==> config.mk <==
export PLATFORM = sky130hd
export DESIGN_NAME = mem_arbiter_flat
export DESIGN_NICKNAME = d
export VERILOG_FILES = /design/src/rtl/mem_arbiter_if.sv /design/src/rtl/mem_arbiter.sv /design/src/flat_wrapper.sv
export SDC_FILE = /design/constraint.sdc
export NUM_CORES = 1
export LEC_CHECK = 0
export CAP_MARGIN = 5
export CORE_MARGIN = 1.5
export CORE_UTILIZATION = 39
export DETAILED_ROUTE_END_ITERATION = 16
export GPL_TIMING_DRIVEN = 0
export PLACE_DENSITY = 0.83
export SKIP_LAST_GASP = 1
export SLEW_MARGIN = 25
export SYNTH_ARGS = -nofsm -noshare
export SYNTH_HDL_FRONTEND = slang
export SYNTH_SLANG_ARGS = --single-unit
export TNS_END_PERCENT = 20
==> constraint.sdc <==
create_clock -name clk -period 2 [get_ports clk]
set_input_delay 0.4 -clock clk [delete_from_list [all_inputs] [get_ports clk]]
set_output_delay 0.4 -clock clk [all_outputs]
set_load 0.05 [all_outputs]
==> src/rtl/mem_arbiter_if.sv <==
// rtl/mem_arbiter_if.sv - master handshake and RAM port bundle for mem_arbiter
interface mem_arbiter_if #(
    parameter int ADDR_WIDTH = 20,
    parameter int DATA_WIDTH = 16
);
    logic                  m0_req;
    logic                  m0_we;
    logic [ADDR_WIDTH-1:0] m0_addr;
    logic [DATA_WIDTH-1:0] m0_wdata;
    logic                  m0_gnt;
    logic                  m0_ack;
    logic                  m1_req;
    logic                  m1_we;
    logic [ADDR_WIDTH-1:0] m1_addr;
    logic [DATA_WIDTH-1:0] m1_wdata;
    logic                  m1_gnt;
    logic                  m1_ack;
    logic [DATA_WIDTH-1:0] rdata;
    logic [ADDR_WIDTH-1:0] ram_addr;
    logic [DATA_WIDTH-1:0] ram_data;
    logic                  ram_rden;
    logic                  ram_wren;
    logic [DATA_WIDTH-1:0] ram_q;
    logic                  busy;

    modport slave (
        input  m0_req, m0_we, m0_addr, m0_wdata,
        input  m1_req, m1_we, m1_addr, m1_wdata,
        input  ram_q,
        output m0_gnt, m0_ack, m1_gnt, m1_ack,
        output rdata, ram_addr, ram_data, ram_rden, ram_wren, busy
    );

    modport master (
        output m0_req, m0_we, m0_addr, m0_wdata,
        output m1_req, m1_we, m1_addr, m1_wdata,
        output ram_q,
        input  m0_gnt, m0_ack, m1_gnt, m1_ack,
        input  rdata, ram_addr, ram_data, ram_rden, ram_wren, busy
    );
endinterface

==> src/rtl/mem_arbiter.sv <==
// rtl/mem_arbiter.sv - two-master arbiter for a single-port BRAM with fixed read latency
// Optional MEM_ARB_FIXED_PRIORITY_EN: master 0 always wins a tie instead of round-robin.
module mem_arbiter #(
    parameter int ADDR_WIDTH   = 20,
    parameter int DATA_WIDTH   = 16,
    parameter int READ_LATENCY = 1
) (
    input  logic clk,
    input  logic reset_n,
    mem_arbiter_if.slave bus
);
    typedef enum logic [1:0] {IDLE, ACCESS, WAIT, DONE} state_t;

    state_t                state_q, state_d;
    logic                  last_grant_q, last_grant_d;
    logic                  we_q, we_d;
    logic [1:0]            gnt_q, gnt_d;
    logic [1:0]            ack_q, ack_d;
    logic                  rden_q, rden_d;
    logic                  wren_q, wren_d;
    logic [ADDR_WIDTH-1:0] addr_q, addr_d;
    logic [DATA_WIDTH-1:0] data_q, data_d;
    logic [DATA_WIDTH-1:0] rdata_q, rdata_d;
    logic [1:0]            cnt_q, cnt_d;
    logic                  busy_q, busy_d;
    logic [1:0]            req;
    logic                  win;

    assign req = {bus.m1_req, bus.m0_req};

    always_ff @(posedge clk or negedge reset_n) begin
        if (!reset_n) begin
            state_q      <= IDLE;
            last_grant_q <= 1'b1;
            we_q         <= 1'b0;
            gnt_q        <= 2'b00;
            ack_q        <= 2'b00;
            rden_q       <= 1'b0;
            wren_q       <= 1'b0;
            addr_q       <= '0;
            data_q       <= '0;
            rdata_q      <= '0;
            cnt_q        <= 2'd0;
            busy_q       <= 1'b0;
        end else begin
            state_q      <= state_d;
            last_grant_q <= last_grant_d;
            we_q         <= we_d;
            gnt_q        <= gnt_d;
            ack_q        <= ack_d;
            rden_q       <= rden_d;
            wren_q       <= wren_d;
            addr_q       <= addr_d;
            data_q       <= data_d;
            rdata_q      <= rdata_d;
            cnt_q        <= cnt_d;
            busy_q       <= busy_d;
        end
    end

    // Strobes and ack are computed one state early so every output leaves a flop.
    always_comb begin
        state_d      = state_q;
        last_grant_d = last_grant_q;
        we_d         = we_q;
        gnt_d        = gnt_q;
        ack_d        = 2'b00;
        rden_d       = 1'b0;
        wren_d       = 1'b0;
        addr_d       = addr_q;
        data_d       = data_q;
        rdata_d      = rdata_q;
        cnt_d        = cnt_q;
        win          = 1'b0;
        case (state_q)
            IDLE: begin
                if (req != 2'b00) begin
`ifdef MEM_ARB_FIXED_PRIORITY_EN
                    win = ~req[0];
`else
                    win = (req == 2'b11) ? ~last_grant_q : req[1];
`endif
                    last_grant_d = win;
                    we_d         = win ? bus.m1_we    : bus.m0_we;
                    addr_d       = win ? bus.m1_addr  : bus.m0_addr;
                    data_d       = win ? bus.m1_wdata : bus.m0_wdata;
                    gnt_d        = win ? 2'b10 : 2'b01;
                    wren_d       = we_d;
                    rden_d       = ~we_d;
                    state_d      = ACCESS;
                end
            end
            ACCESS: begin
                if (we_q) begin
                    ack_d   = gnt_q;
                    state_d = DONE;
                end else begin
                    cnt_d   = 2'(READ_LATENCY);
                    state_d = WAIT;
                end
            end
            WAIT: begin
                if (cnt_q == 2'd1) begin
                    rdata_d = bus.ram_q;
                    ack_d   = gnt_q;
                    state_d = DONE;
                end else begin
                    cnt_d = cnt_q - 2'd1;
                end
            end
            DONE: begin
                gnt_d   = 2'b00;
                state_d = IDLE;
            end
            default: state_d = IDLE;
        endcase
        busy_d = (state_d != IDLE);
    end

    assign bus.m0_gnt   = gnt_q[0];
    assign bus.m1_gnt   = gnt_q[1];
    assign bus.m0_ack   = ack_q[0];
    assign bus.m1_ack   = ack_q[1];
    assign bus.rdata    = rdata_q;
    assign bus.ram_addr = addr_q;
    assign bus.ram_data = data_q;
    assign bus.ram_rden = rden_q;
    assign bus.ram_wren = wren_q;
    assign bus.busy     = busy_q;
endmodule

==> src/flat_wrapper.sv <==
// flat-port wrapper written by rule: the top's interface ports become plain ports
module mem_arbiter_flat 
#(
    parameter int ADDR_WIDTH   = 20,
    parameter int DATA_WIDTH   = 16,
    parameter int READ_LATENCY = 1
)
  (clk, reset_n, bus_m0_req, bus_m0_we, bus_m0_addr, bus_m0_wdata, bus_m1_req, bus_m1_we, bus_m1_addr, bus_m1_wdata, bus_ram_q, bus_m0_gnt, bus_m0_ack, bus_m1_gnt, bus_m1_ack, bus_rdata, bus_ram_addr, bus_ram_data, bus_ram_rden, bus_ram_wren, bus_busy);
  mem_arbiter_if #(.ADDR_WIDTH(ADDR_WIDTH), .DATA_WIDTH(DATA_WIDTH)) bus_i ();
  input  logic clk;
  input  logic reset_n;
  input wire logic [$bits(bus_i.m0_req)-1:0] bus_m0_req;
  input wire logic [$bits(bus_i.m0_we)-1:0] bus_m0_we;
  input wire logic [$bits(bus_i.m0_addr)-1:0] bus_m0_addr;
  input wire logic [$bits(bus_i.m0_wdata)-1:0] bus_m0_wdata;
  input wire logic [$bits(bus_i.m1_req)-1:0] bus_m1_req;
  input wire logic [$bits(bus_i.m1_we)-1:0] bus_m1_we;
  input wire logic [$bits(bus_i.m1_addr)-1:0] bus_m1_addr;
  input wire logic [$bits(bus_i.m1_wdata)-1:0] bus_m1_wdata;
  input wire logic [$bits(bus_i.ram_q)-1:0] bus_ram_q;
  output wire logic [$bits(bus_i.m0_gnt)-1:0] bus_m0_gnt;
  output wire logic [$bits(bus_i.m0_ack)-1:0] bus_m0_ack;
  output wire logic [$bits(bus_i.m1_gnt)-1:0] bus_m1_gnt;
  output wire logic [$bits(bus_i.m1_ack)-1:0] bus_m1_ack;
  output wire logic [$bits(bus_i.rdata)-1:0] bus_rdata;
  output wire logic [$bits(bus_i.ram_addr)-1:0] bus_ram_addr;
  output wire logic [$bits(bus_i.ram_data)-1:0] bus_ram_data;
  output wire logic [$bits(bus_i.ram_rden)-1:0] bus_ram_rden;
  output wire logic [$bits(bus_i.ram_wren)-1:0] bus_ram_wren;
  output wire logic [$bits(bus_i.busy)-1:0] bus_busy;
  assign bus_i.m0_req = bus_m0_req;
  assign bus_i.m0_we = bus_m0_we;
  assign bus_i.m0_addr = bus_m0_addr;
  assign bus_i.m0_wdata = bus_m0_wdata;
  assign bus_i.m1_req = bus_m1_req;
  assign bus_i.m1_we = bus_m1_we;
  assign bus_i.m1_addr = bus_m1_addr;
  assign bus_i.m1_wdata = bus_m1_wdata;
  assign bus_i.ram_q = bus_ram_q;
  assign bus_m0_gnt = bus_i.m0_gnt;
  assign bus_m0_ack = bus_i.m0_ack;
  assign bus_m1_gnt = bus_i.m1_gnt;
  assign bus_m1_ack = bus_i.m1_ack;
  assign bus_rdata = bus_i.rdata;
  assign bus_ram_addr = bus_i.ram_addr;
  assign bus_ram_data = bus_i.ram_data;
  assign bus_ram_rden = bus_i.ram_rden;
  assign bus_ram_wren = bus_i.ram_wren;
  assign bus_busy = bus_i.busy;
  mem_arbiter #(.ADDR_WIDTH(ADDR_WIDTH), .DATA_WIDTH(DATA_WIDTH), .READ_LATENCY(READ_LATENCY)) u_core (.clk(clk), .reset_n(reset_n), .bus(bus_i));
endmodule
==> impl_metrics.ini <==
[layout]
multi_input_area_sq_um = 1087
layout_common_cells = clkdlybuf4s50_1 (150), a21oi_1 (70), dfrtp_1 (64)
drive_above_1_share_pct = 12.83
area_growth_pct = 66.93
nets = 547
nFillCells = 582
seq_area_sq_um = 1628
diodes = 0
layout_commonest_cell = clkdlybuf4s50_1

[power_and_ir_drop]
p_sw_mw = 4.200
p_clk_share_pct = 14.5
cellLeakagePower_nw = 2.038
share_comb_of_total_power_pct = 59.2
pwr-share-seq_pct = 26.3
p_int_mw = 4.531
ir_worst_vdd_v = 0.0009949
powerDensity_nw_per_um2 = 1838
p_sw_share_pct = 48.10

[hold_path]
min_path_type = in -> async

[clocking]
cts_sinks = 65
cts_max_level = 3
cts_tree = built
cts_buffer_depth = 2
worstSkewPairLatency_ps = 340
clock_tree.root_cell = clkbuf_8
cts-buffers-inserted = 9
path_clk_slew_ps = 70

[floorplan]
num_rows = 30
chipWidth_um = 88.42
die-area_sq_um = 7817
start_util_pct = 41.20
core_area_sq_um = 6907
num_io_pins = 153
die_h_um = 88.42

[critical_path]
critPathKind = reg -> out
cp.arrival_ps = 1550
worst_setup_path_end_kind = output port
worstPathRequired_ps = 1600
crit_buf_inv = 1
slowest_stage = clkdlybuf4s50_1
crit_chain = clkdlybuf4s50_1
crit_path_max_fanout = 3
crit_family = buffers and inverters
worstSetupStartpoint = u_core.gnt_q[0]
slowest_delay_ps = 830
start_kind = register
timing.rr.start = u_core.state_q[0]

[route]
drtAntennaViolNets = 0
routedWlPerCell_um = 14.94
vias_per_cell = 4.900
num_vias = 2685
drc = 0
firstDrtPassIters = 6
wl_mm = 8.188
initialDrtViolationCount = 72

[place]
gp_congestion = 0.8031
portBuffers = 152
pre_cts_ws_ps = 101.1
hpwl_mm = 6.196

[synthesis]
yosysWarnings = 0
ys_seq_area_share_pct = 57.21
synth_area_leaders = dfrtp_1 (56%), a21oi_1 (12%), mux2_2 (6.7%)
yosys.area.top_type = dfrtp_1
syn_nets = 382
synth.distinct_cells = 28
netlist.area_leader.share_pct = 56.29
synthCells = 282
syn_avg_cell_area_sq_um = 10.09
synth-seq-cells = 65
netlist_area_sq_um = 2845

[sta]
finalCritPeriodShare_pct = 97.43
rsz0062_at_grt = no
period_needed_ps = 1949
fmax_mhz = 513.2
skew_ps = 7.622
setup_violations = 0
setup_tns_ps = 0
hold_viol_final = 0
setup_ws_ps = 51.35
finalMaxSlewViolations = 0
slew_headroom_pct = 63.76
tightest_slew_ps = 541.9

[grt]
antenna_found_initial = 0
grt_pass1_vias = 2736
grt-ovfl-total = 0
grt_max_degree = 53
grt_pass1_wl_mm = 12.77
grt.total_usage_pct = 21.66

[outcome]
outcome = finished, final reports clean

[run]
cap_violations = 0
-- per-layer routing --
metal / vias up / global-route usage (%) / part of all wire, %
met4: 0 / 8.807 / 1.9
met2: 114 / 37.20 / 50
li1: 1285 / - / -
met3: 15 / 7.276 / 9.0
met5: - / 0 / 0
met1: 1271 / 24.92 / 39
-- cell usage after synthesis (all sizes together) --
library cell  number
buf               17
clkbuf             1
o211ai             2
nand3              3
a31oi              1
a21bo              1
a32oi              2
and2               1
a21oi             70
dfrtp             64
o21ai              3
mux2i              2
a21boi             1
or2                1
inv                4
a22oi              3
mux2              17
nand2             42
o21a               1
o31ai              1
ha                 6
dfstp              1
nor2              38
-- cell families after synthesis --
| group | share of synthesized area [%] |
|---|---|
| DFF | 57.21 |
| adders and majority gates | 2.638 |
| and+or+nand+nor | 11.61 |
| muxes | 7.564 |
| buffers and inverters | 4.573 |
| AOI/OAI and AO/OA | 16.40 |
-- repair_timing --
action	in CTS	in global routing
endpoints found under the setup margin	0	1
buffers inserted	0	0
endpoints found under the hold margin	13	0
hold buffers	1	0
resized for setup	0	1
-- final cells by class --
type | count | share of cell area (%)
inverter | 4 | 0.3161
clock buffer | 9 | 2.608
clock inverter | 7 | 2.134
buffer | 18 | 2.424
timing repair buffer | 154 | 32.82
tap | 96 | 2.529
multi-input combinational | 195 | 22.89
sequential | 65 | 34.27
-- power groups by stage --
stage / combinational, mW / clock (mW) / sequential (mW)
final: 5.17 / 1.27 / 2.30
after detailed placement: 5.19 / 0 / 2.32
after global routing: 5.50 / 1.34 / 2.37
after CTS: 5.21 / 1.29 / 2.30
after floorplan: 1.40 / 0 / 4.30
after global placement: 5.09 / 0 / 2.29
-- registers in the layout, summed over array words and instances, names as in the netlist --
name / flops
u_core.cnt_q: 2
u_core.bus.ram_wren: 1
u_core.bus.ram_addr: 20
u_core.we_q: 1
u_core.bus.ram_rden: 1
u_core.bus.rdata: 16
u_core.last_grant_q: 1
u_core.gnt_q: 2
u_core.state_q: 2
u_core.bus.ram_data: 16
u_core.bus.busy: 1
u_core.ack_q: 2
-- metrics by stage --
stage	cell area [sq um]	hold slack, ps	instances	total power [mW]	utilization (%)
after floorplan	2845	104.4	282	5.698	-
after global placement	4487	482.0	530	7.381	64.96
after detailed placement	4512	273.8	531	7.515	65.33
after CTS	4747	462.2	548	8.807	68.73
after global routing	4750	475.7	548	9.218	68.77
final	4750	470.1	548	8.731	68.77
-- final timing paths --
path | cells past startpoint | to | slack, ps
worst max-delay path | 1 | bus_m0_gnt | 50
worst min-delay path | 2 | u_core.bus.ram_addr[19] | 470
worst max register to register | 5 | u_core.bus.rdata[12] | 310
worst min register to register | 2 | u_core.bus.ram_addr[19] | 490
max in group asynchronous | 3 | u_core.last_grant_q | 980
min in group clk | 2 | u_core.bus.ram_addr[19] | 490
No activity file was read; power rests on OpenSTA's default activity.
